### src/rtl/uart_pkg.sv
`default_nettype none
// +--------------------------------------------------------------------------+
// | Module   : uart_pkg                                                      |
// | Purpose  : Shared types, constants and helpers for the MMIO UART         |
// |            transmitter (state enum, TX data address, baud divider).      |
// | Revision : 1.0 - initial release                                         |
// +--------------------------------------------------------------------------+
package uart_pkg;

   typedef enum logic [1:0] {
      IDLE  = 2'd0,
      START = 2'd1,
      DATA  = 2'd2,
      STOP  = 2'd3
   } uart_tx_state_e;

   localparam logic [31:0] UART_TX_ADDR = 32'h4000_0000;

   // Clock cycles per serial bit.
   function automatic int uart_div(input int clk, input int baud);
      return clk / baud;
   endfunction

endpackage
`default_nettype wire

### src/rtl/uart_fifo.sv
`default_nettype none
// +--------------------------------------------------------------------------+
// | Module   : uart_fifo                                                     |
// | Purpose  : Synchronous FIFO holding bytes waiting for transmission.      |
// |            A push on a full FIFO is accepted only when a pop happens in  |
// |            the same cycle; a pop on an empty FIFO is ignored.            |
// | Ports    : clk_i, rst_ni (sync, active-low), push_i, pop_i, data_i,      |
// |            data_o (head entry), full_o, empty_o, count_o (occupancy)     |
// | Revision : 1.0 - initial release                                         |
// +--------------------------------------------------------------------------+
module uart_fifo #(
   parameter int WIDTH = 8,
   parameter int DEPTH = 16
) (
   input  logic                       clk_i,
   input  logic                       rst_ni,
   input  logic                       push_i,
   input  logic                       pop_i,
   input  logic [WIDTH-1:0]           data_i,
   output logic [WIDTH-1:0]           data_o,
   output logic                       full_o,
   output logic                       empty_o,
   output logic [$clog2(DEPTH+1)-1:0] count_o
);

   localparam int                 C_PTR_W    = $clog2(DEPTH);
   localparam int                 C_CNT_W    = $clog2(DEPTH + 1);
   localparam logic [C_CNT_W-1:0] C_CNT_FULL = C_CNT_W'(DEPTH);

   generate
      if ((DEPTH < 2) || ((DEPTH & (DEPTH - 1)) != 0)) begin : g_depth_check
         $error("uart_fifo: DEPTH must be a power of two >= 2");
      end
   endgenerate

   logic [WIDTH-1:0]   r_mem [DEPTH];
   logic [C_PTR_W-1:0] r_wr_ptr;
   logic [C_PTR_W-1:0] r_rd_ptr;
   logic [C_CNT_W-1:0] r_count;
   logic               w_push;
   logic               w_pop;

   assign w_pop  = pop_i && (r_count != '0);
   assign w_push = push_i && ((r_count != C_CNT_FULL) || w_pop);

   // Pointers wrap naturally because DEPTH is a power of two.
   always_ff @(posedge clk_i) begin
      if (!rst_ni) begin
         r_wr_ptr <= '0;
         r_rd_ptr <= '0;
         r_count  <= '0;
      end else begin
         if (w_push) r_wr_ptr <= r_wr_ptr + C_PTR_W'(1);
         if (w_pop)  r_rd_ptr <= r_rd_ptr + C_PTR_W'(1);
         r_count <= r_count + C_CNT_W'(w_push) - C_CNT_W'(w_pop);
      end
   end

   always_ff @(posedge clk_i) begin
      if (w_push) r_mem[r_wr_ptr] <= data_i;
   end

   assign data_o  = r_mem[r_rd_ptr];
   assign full_o  = (r_count == C_CNT_FULL);
   assign empty_o = (r_count == '0);
   assign count_o = r_count;

endmodule
`default_nettype wire

### src/rtl/uart_tx_mmio.sv
`default_nettype none
// +--------------------------------------------------------------------------+
// | Module   : uart_tx_mmio                                                  |
// | Purpose  : Memory-mapped 8N1 UART transmitter. Byte writes to TX_ADDR    |
// |            (dbus_en_i[0] set) are buffered and serialised onto tx_o.     |
// | Config   : UART_TX_FIFO_EN defined -> FIFO of FIFO_DEPTH entries;        |
// |            undefined -> single holding register (depth 1).              |
// | Ports    : clk_i, rst_ni (sync, active-low)                              |
// |            dbus_en_i[3:0], dbus_write_addr_i[31:0], dbus_write_data_i    |
// |            tx_o (idle high), busy_o, full_o, overflow_o (sticky)         |
// | Revision : 1.0 - initial release                                         |
// +--------------------------------------------------------------------------+
module uart_tx_mmio
   import uart_pkg::*;
#(
   parameter int          CLK_FREQ   = 100_000_000,
   parameter int          BAUD       = 1_000_000,
   parameter int          FIFO_DEPTH = 16,
   parameter logic [31:0] TX_ADDR    = UART_TX_ADDR
) (
   input  logic        clk_i,
   input  logic        rst_ni,
   input  logic [3:0]  dbus_en_i,
   input  logic [31:0] dbus_write_addr_i,
   input  logic [31:0] dbus_write_data_i,
   output logic        tx_o,
   output logic        busy_o,
   output logic        full_o,
   output logic        overflow_o
);

   localparam int C_DIV   = uart_div(CLK_FREQ, BAUD);
   localparam int C_CNT_W = (C_DIV < 2) ? 1 : $clog2(C_DIV);
`ifdef UART_TX_FIFO_EN
   localparam int C_DEPTH = FIFO_DEPTH;
`else
   localparam int C_DEPTH = 1;
`endif
   localparam int                 C_OCC_W    = $clog2(C_DEPTH + 1);
   localparam logic [C_OCC_W-1:0] C_OCC_FULL = C_OCC_W'(C_DEPTH);
   localparam logic [C_CNT_W-1:0] C_CNT_LAST = C_CNT_W'(C_DIV - 1);

   generate
      if (C_DIV < 2) begin : g_div_check
         $error("uart_tx_mmio: CLK_FREQ/BAUD must be >= 2");
      end
      if ((FIFO_DEPTH < 2) || ((FIFO_DEPTH & (FIFO_DEPTH - 1)) != 0)) begin : g_depth_check
         $error("uart_tx_mmio: FIFO_DEPTH must be a power of two >= 2");
      end
   endgenerate

   // Byte lanes 1..3 are never transmitted.
   logic w_unused;
   assign w_unused = ^{dbus_en_i[3:1], dbus_write_data_i[31:8]};

   // ---------------------------------------------------------------- buffer
   logic               w_push_req;
   logic               w_push;
   logic               w_pop;
   logic               w_drop;
   logic               w_empty;
   logic               w_full_now;
   logic [7:0]         w_head;
   logic [C_OCC_W-1:0] w_occ;
   logic [C_OCC_W-1:0] w_occ_next;

   assign w_push_req = dbus_en_i[0] && (dbus_write_addr_i == TX_ADDR);
   // A full buffer still accepts a byte when the FSM pops in the same cycle.
   assign w_push     = w_push_req && (!w_full_now || w_pop);
   assign w_drop     = w_push_req && w_full_now && !w_pop;
   assign w_occ_next = w_occ + C_OCC_W'(w_push) - C_OCC_W'(w_pop);

`ifdef UART_TX_FIFO_EN
   logic w_fifo_full;
   logic w_fifo_empty;

   uart_fifo #(
      .WIDTH (8),
      .DEPTH (FIFO_DEPTH)
   ) u_fifo (
      .clk_i   (clk_i),
      .rst_ni  (rst_ni),
      .push_i  (w_push),
      .pop_i   (w_pop),
      .data_i  (dbus_write_data_i[7:0]),
      .data_o  (w_head),
      .full_o  (w_fifo_full),
      .empty_o (w_fifo_empty),
      .count_o (w_occ)
   );

   assign w_full_now = w_fifo_full;
   assign w_empty    = w_fifo_empty;
`else
   logic       r_hold_valid;
   logic [7:0] r_hold_data;

   always_ff @(posedge clk_i) begin
      if (!rst_ni) begin
         r_hold_valid <= 1'b0;
         r_hold_data  <= '0;
      end else if (w_push) begin
         r_hold_valid <= 1'b1;
         r_hold_data  <= dbus_write_data_i[7:0];
      end else if (w_pop) begin
         r_hold_valid <= 1'b0;
      end
   end

   assign w_head     = r_hold_data;
   assign w_occ      = r_hold_valid;
   assign w_full_now = r_hold_valid;
   assign w_empty    = !r_hold_valid;
`endif

   // ---------------------------------------------------------------- FSM
   uart_tx_state_e     r_state;
   uart_tx_state_e     w_state_next;
   logic [C_CNT_W-1:0] r_baud;
   logic [C_CNT_W-1:0] w_baud_next;
   logic [2:0]         r_bit;
   logic [2:0]         w_bit_next;
   logic [7:0]         r_shift;
   logic [7:0]         w_shift_next;
   logic               w_tx_next;
   logic               w_bit_end;
   logic               r_tx;
   logic               r_busy;
   logic               r_full;
   logic               r_ovf;

   assign w_bit_end = (r_baud == C_CNT_LAST);

   always_comb begin
      w_state_next = r_state;
      w_baud_next  = r_baud + C_CNT_W'(1);
      w_bit_next   = r_bit;
      w_shift_next = r_shift;
      w_pop        = 1'b0;
      w_tx_next    = 1'b1;
      case (r_state)
         IDLE: begin
            w_baud_next = '0;
            if (!w_empty) begin
               w_state_next = START;
               w_pop        = 1'b1;
               w_shift_next = w_head;
            end
         end
         START: begin
            w_tx_next = 1'b0;
            if (w_bit_end) begin
               w_state_next = DATA;
               w_baud_next  = '0;
               w_bit_next   = '0;
            end
         end
         DATA: begin
            w_tx_next = r_shift[r_bit];
            if (w_bit_end) begin
               w_baud_next = '0;
               w_bit_next  = r_bit + 3'd1;
               if (r_bit == 3'd7) w_state_next = STOP;
            end
         end
         STOP: begin
            if (w_bit_end) begin
               w_baud_next = '0;
               // Chain straight into the next start bit when data is waiting.
               if (!w_empty) begin
                  w_state_next = START;
                  w_pop        = 1'b1;
                  w_shift_next = w_head;
               end else begin
                  w_state_next = IDLE;
               end
            end
         end
         default: begin
            w_state_next = IDLE;
            w_baud_next  = '0;
         end
      endcase
   end

   always_ff @(posedge clk_i) begin
      if (!rst_ni) begin
         r_state <= IDLE;
         r_baud  <= '0;
         r_bit   <= '0;
         r_shift <= '0;
         r_tx    <= 1'b1;
         r_busy  <= 1'b0;
         r_full  <= 1'b0;
         r_ovf   <= 1'b0;
      end else begin
         r_state <= w_state_next;
         r_baud  <= w_baud_next;
         r_bit   <= w_bit_next;
         r_shift <= w_shift_next;
         r_tx    <= w_tx_next;
         // Busy follows the FSM's next state plus any byte already queued,
         // so it rises one edge after the write and drops on re-entry to IDLE.
         r_busy  <= (w_state_next != IDLE) || !w_empty;
         r_full  <= (w_occ_next == C_OCC_FULL);
         if (w_drop) r_ovf <= 1'b1;
      end
   end

   assign tx_o       = r_tx;
   assign busy_o     = r_busy;
   assign full_o     = r_full;
   assign overflow_o = r_ovf;

endmodule
`default_nettype wire

### config.mk
export PLATFORM = sky130hd
export DESIGN_NAME = uart_tx_mmio
export DESIGN_NICKNAME = d
export VERILOG_FILES = /design/src/rtl/uart_pkg.sv /design/src/rtl/uart_fifo.sv /design/src/rtl/uart_tx_mmio.sv
export SDC_FILE = /design/constraint.sdc
export NUM_CORES = 1
export LEC_CHECK = 0
export CORE_MARGIN = 2
export CORE_UTILIZATION = 32
export CTS_CLUSTER_SIZE = 30
export DETAILED_ROUTE_END_ITERATION = 6
export HOLD_SLACK_MARGIN = 0.02
export SLEW_MARGIN = 0
export SYNTH_ARGS = -nofsm -noshare
export SYNTH_HDL_FRONTEND = slang
export SYNTH_SLANG_ARGS = --single-unit
### constraint.sdc
create_clock -name clk_i -period 2.63 [get_ports clk_i]
set_clock_uncertainty 0.05 [all_clocks]
set_input_delay 0.263 -clock clk_i [delete_from_list [all_inputs] [get_ports clk_i]]
set_output_delay 0.263 -clock clk_i [all_outputs]
set_load 0.05 [all_outputs]
==> impl_metrics.yaml, run 1 <==
status:
  status: "finished clean"
routing:
  drc: 0
  first_pass_iters: 4
  drtIter0Drc: 41
  ant_nets: 0
  wl_per_cell_um: 11.4
  wirelength_um: 3390
  via_per_inst: 4.75
  num_vias: 1415
timing:
  fmax_mhz: 439
  min_period_over_period_pct: 86.7
  rsz0062_at_grt: "no"
  finalSetupTns_ns: 0
  fin_crit_ns: 2.28
  hold_viol_final: 0
  max_slew_margin_pct: 65.7
  tightest_slew_ns: 0.513
  finalSetupViolations: 0
  slew_violations: 0
finish:
  antenna_cells: 0
  finalNonFillerCells: 298
  areaGrowthSynthToFinish_pct: 38.0
  nNetsFinal: 306
  fin_area_um2: 2330
  drive_gt1_share_pct: 11.0
cts:
  cts_setup_buffers: 0
  clock-root-buffer: "clkbuf_8"
  cts.sinks: 33
  worstSkewPairLatency_ns: 0.29
  cts_hold_buffers: 0
  clk_pin_slew_ns: 0.07
  clockBufferDepth: 2
  cts_buffers: 5
  ctsResizeCount: 0
  htreeDepth: 2
  cts_tree: "built"
synth:
  ys_top_cells_by_area: "dfxtp_1, mux2i_1, nand2_1"
  netlist_top_cells_count: "dfxtp_1, nand2_1, mux2i_1"
  ys_ff_latch: 33
  synthArstFlopShare_pct: 0
  synth.most_common_cell: "dfxtp_1"
  synthFlopType: "dfxtp_1"
  yosys_warnings: 0
  yosys.area.top_type: "dfxtp_1"
  synth-edff-count: 0
  synthesis.nets: 257
  syn_area_per_cell_um2: 9.49
  synth_top_area_share_pct: 39.1
  syn_area_um2: 1690
  synthCells: 178
  synth_cell_type_count: 40
  ys_seq_area_share_pct: 39.1
die:
  dieArea_um2: 5880
  design.core.area_um2: 5110
  die_width_um: 76.7
  die_h_um: 76.7
  ios: 74
  initial_core_util_pct: 33.1
  rows: 26
placed_design:
  dpl.hpwl_um: 2550
  port_buffers: 46
  dp.cells: 290
  placed_cell_area_um2: 2220
  gp_congestion: 0.830
global_routing:
  grtUsageTotal_pct: 13.1
  grt_pass1_vias: 1463
  grt_max_degree: 32
  antenna_found_initial: 0
  overflow: 0
  grt_pass1_wl_um: 6170
critical_path:
  critPathMaxStageDelay_ns: 0.36
  start_kind: "register"
  cp.required_ns: 2.80
  worstSetupPathType: "reg -> reg"
  arrival_ns: 2.45
  cpMostUsedCell: "ha_1"
  cpMaxStageDelayCell: "dfxtp_1"
  cp_cell_sequence: "ha_1 -> and4bb_2 -> a31oi_1 -> nor2_1 -> nand2_1 -> ha_1 -> nor4_2 -> buf_4 -> mux2i_1"
  cp-end-kind: "register"
  path_max_fanout: 10
worst_hold_path:
  worstHoldPathType: "reg -> reg"
job:
  drv_cap: 0
pwr:
  peakVddDrop_uv: 234
  leakagePower_uw: 0.000863
  pwr_density_cell_nw_per_um2: 471
[state kept, by name (all words and copies together) (netlist names)]
name          flops
r_hold_data       8
r_shift           8
r_baud            7
r_bit             3
r_state           2
busy_o            1
full_o            1
overflow_o        1
r_hold_valid      1
tx_o              1
[critical path, delay by kind of cell, from the launching register on]
| kind | cells | cell delay, ns |
|---|---|---|
| and+or+nand+nor | 4 | 0.76 |
| adders and majority gates | 2 | 0.46 |
| buffers and inverters | 1 | 0.25 |
| muxes | 1 | 0.20 |
| DFF | 1 | 0.36 |
| AOI/OAI and AO/OA | 1 | 0.13 |
[routing by layer]
metal,wire [um],GRT usage [%]
met1,1550,15.8
met2,1610,20.1
met3,200,5.88
met4,25,5.45
met5,0,0
[stage by stage]
stage | util (%) | hold WS (ns) | power (uW) | setup WS (ns)
after floorplan | - | 0.355 | 555 | 0.596
final | 45.6 | 0.410 | 1100 | 0.350
after CTS | 45.6 | 0.413 | 1120 | 0.337
after global placement | 43.4 | 0.381 | 628 | 0.368
after detailed placement | 43.4 | 0.403 | 629 | 0.340
after global routing | 45.6 | 0.424 | 1160 | 0.157
[layout make-up]
| type | count | area, um2 |
|---|---|---|
| Inverter | 5 | 18.8 |
| Timing Repair Buffer | 49 | 483 |
| Fill cell | 506 | 2780 |
| Multi-Input combinational cell | 133 | 966 |
| Tap cell | 70 | 87.6 |
| Clock buffer | 5 | 68.8 |
| Clock inverter | 3 | 46.3 |
| Sequential cell | 33 | 661 |
[path summary, 6_finish.rpt]
| path | start | to | slack [ns] | cells past startpoint |
|---|---|---|---|---|
| worst min-delay path | r_shift[6] | r_shift[6] | 0.41 | 2 |
| worst max register to register | r_baud[0] | r_hold_data[2] | 0.35 | 9 |
| worst min register to register | r_shift[6] | r_shift[6] | 0.41 | 2 |
| worst max-delay path | r_baud[0] | r_hold_data[2] | 0.35 | 9 |
[cells by family (layout without fill, tap and decap cells)]
logic type / Yosys count / count (layout) / share of synthesized area, %
xor+xnor: 5 / 5 / 2.59
fa+ha+maj: 9 / 9 / 6.67
mux: 21 / 21 / 14.0
buf+inv: 12 / 62 / 3.70
compound gates: 25 / 25 / 11.3
flops: 33 / 33 / 39.1
simple gates: 73 / 73 / 22.7
[where the power goes]
part           switching, uW  leakage [uW]  internal (uW)  total [uW]
registers               2.06      0.000266            502         504
logic                   40.1      0.000543           72.0         112
clock network            198     0.0000543            283         481
[placed cells by master, fill, tap and decap left out, drive strengths merged, types with 3 or more instances in the layout]
master,count
clkbuf,5
inv,5
a21oi,5
buf,3
ha,9
o21ai,7
xnor2,3
mux2i,18
nand3,5
nand2,32
dfxtp,33
nor4,7
clkdlybuf4s50,46
o21a,3
nor2,16
(Power assumes the default switching activity.)
==> inputs of run 2 (changes only) <==
--- a/config.mk
+++ b/config.mk
@@ -6,10 +6,11 @@
 export NUM_CORES = 1
 export LEC_CHECK = 0
 export CORE_MARGIN = 2
-export CORE_UTILIZATION = 32
+export CORE_UTILIZATION = 42
 export CTS_CLUSTER_SIZE = 30
 export DETAILED_ROUTE_END_ITERATION = 6
 export HOLD_SLACK_MARGIN = 0.02
+export PLACE_DENSITY = 0.8
 export SLEW_MARGIN = 0
 export SYNTH_ARGS = -nofsm -noshare
 export SYNTH_HDL_FRONTEND = slang
==> run 2 against run 1 <==
  * Combinational power barely moved
  * Clock power shrank 26%
  * Die area fell by 23%
  * Largest cell class unchanged
  * Largest power group unchanged
==> impl_metrics.yaml, run 2 (synthesis results as in run 1) <==
critical_path:
  cp-end-kind: "register"
  arrival_ns: 2.45
  rr_endpoint: "r_hold_data[2]"
  r2r_cells: 9
  start_kind: "register"
  cp.required_ns: 2.79
  reg2reg_from: "r_baud[0]"
  critPathCapture: "r_hold_data[2]"
  crit_path_start: "r_baud[0]"
  reg2reg_slack_ns: 0.34
  worstSetupPathType: "reg -> reg"
  path_max_fanout: 10
routing:
  wl_per_cell_um: 12.0
  num_vias: 1407
  via_per_inst: 5.06
  ant_nets: 0
  drc: 0
  first_pass_iters: 4
  drtIter0Drc: 36
  wirelength_um: 3340
finish:
  largestRegisters: "r_hold_data x8, r_shift x8, r_baud x7"
  antenna_cells: 0
  drive_gt1_share_pct: 10.5
  fill_cells: 332
  finalNonFillerCells: 278
  areaGrowthSynthToFinish_pct: 34.6
  nNetsFinal: 306
  final_common_cell: "clkdlybuf4s50_1"
  fin_area_um2: 2270
  final_cell_mix: "clkdlybuf4s50_1, dfxtp_1, nand2_1"
  finish.utilization_pct: 57.7
status:
  status: "finished clean"
die:
  dieArea_um2: 4540
  design.core.area_um2: 3940
  rows: 23
  initial_core_util_pct: 42.8
  ios: 74
  die_width_um: 67.4
  die_h_um: 67.4
job:
  drv_cap: 0
worst_hold_path:
  worstHoldPathType: "reg -> reg"
global_routing:
  grt_pass1_vias: 1328
  grtUsageTotal_pct: 16.9
  grt_max_degree: 32
  overflow: 0
  grt_pass1_wl_um: 5790
  antenna_found_initial: 0
timing:
  finalSetupTns_ns: 0
  fin_crit_ns: 2.29
  slew_violations: 0
  fmax_mhz: 437
  rsz0062_at_grt: "no"
  max_slew_margin_pct: 66.5
  finalWorstSetupSlack_ns: 0.343
  min_period_over_period_pct: 86.9
  tightest_slew_ns: 0.500
  finalSetupViolations: 0
  hold_viol_final: 0
cts:
  cts.sinks: 33
  clockBufferDepth: 2
  cts_setup_buffers: 0
  ctsResizeCount: 0
  htreeDepth: 2
  cts_hold_buffers: 0
  cts_tree: "built"
  clock-root-buffer: "clkbuf_8"
  worstSkewPairLatency_ns: 0.29
  clk_pin_slew_ns: 0.06
  cts_buffers: 5
pwr:
  peakVddDrop_uv: 436
  leakagePower_uw: 0.000854
  pwr_density_cell_nw_per_um2: 429
placed_design:
  placed_cell_area_um2: 2190
  dpl.hpwl_um: 2570
  dp.cells: 270
  port_buffers: 46
  pre_cts_slack_ns: 0.356
  gp_congestion: 0.802
==> run 2: cell types whose count changed in the layout (fill, tap and decap cells not counted), sizes merged <==
| cell | change |
|---|---|
| bufinv | -1 |
| clkbuf | +1 |
| clkinv | +1 |
| clkinvlp | -1 |
==> run 2: layout make-up <==
class	count	area, um2	share of cell area (%)
clock inverter	2	10.0	0.440
sequential	33	661	29.1
inverter	5	18.8	0.826
tap	50	62.6	2.75
clock buffer	6	72.6	3.19
timing repair buffer	49	483	21.2
multi-input combinational	133	966	42.5
==> run 2: critical path: stages (launching register included) <==
cell	delay, ns
dfxtp_1	0.36
ha_1	0.26
and4bb_2	0.34
a31oi_1	0.13
nor2_1	0.10
nand2_1	0.06
ha_1	0.21
nor4_2	0.26
buf_4	0.25
mux2i_1	0.20
==> run 2: power by group <==
group          leakage (uW)  total [uW]  switching, uW  internal, uW
Sequential         0.000266         504           1.85           502
Clock             0.0000450         358            175           183
Combinational      0.000543         113           41.1          72.1
==> run 2: worst min path at each step <==
stage	from	to	slack, ns	depth (start not counted)
floorplan	dbus_write_data_i[0]	r_hold_data[0]	0.36	2
global placement	r_baud[0]	r_baud[0]	0.38	1
detailed placement	r_baud[0]	r_baud[0]	0.40	1
CTS	r_baud[0]	r_baud[0]	0.41	1
global route	r_baud[0]	r_baud[0]	0.42	1
finish	r_baud[0]	r_baud[0]	0.40	1
==> run 2: metrics by stage <==
stage | power, uW | hold WS [ns]
after floorplan | 555 | 0.355
after global placement | 626 | 0.383
after detailed placement | 628 | 0.397
after CTS | 983 | 0.414
after global routing | 1010 | 0.424
final | 976 | 0.403
==> run 2: layer usage <==
metal | track usage (%) | vias to the layer above | part of all wire, %
met2 | 30.0 | 21 | 51
li1 | - | 728 | -
met5 | 0 | - | 0
met4 | 6.12 | 0 | 1.6
met1 | 19.7 | 650 | 45
met3 | 4.00 | 8 | 3.0
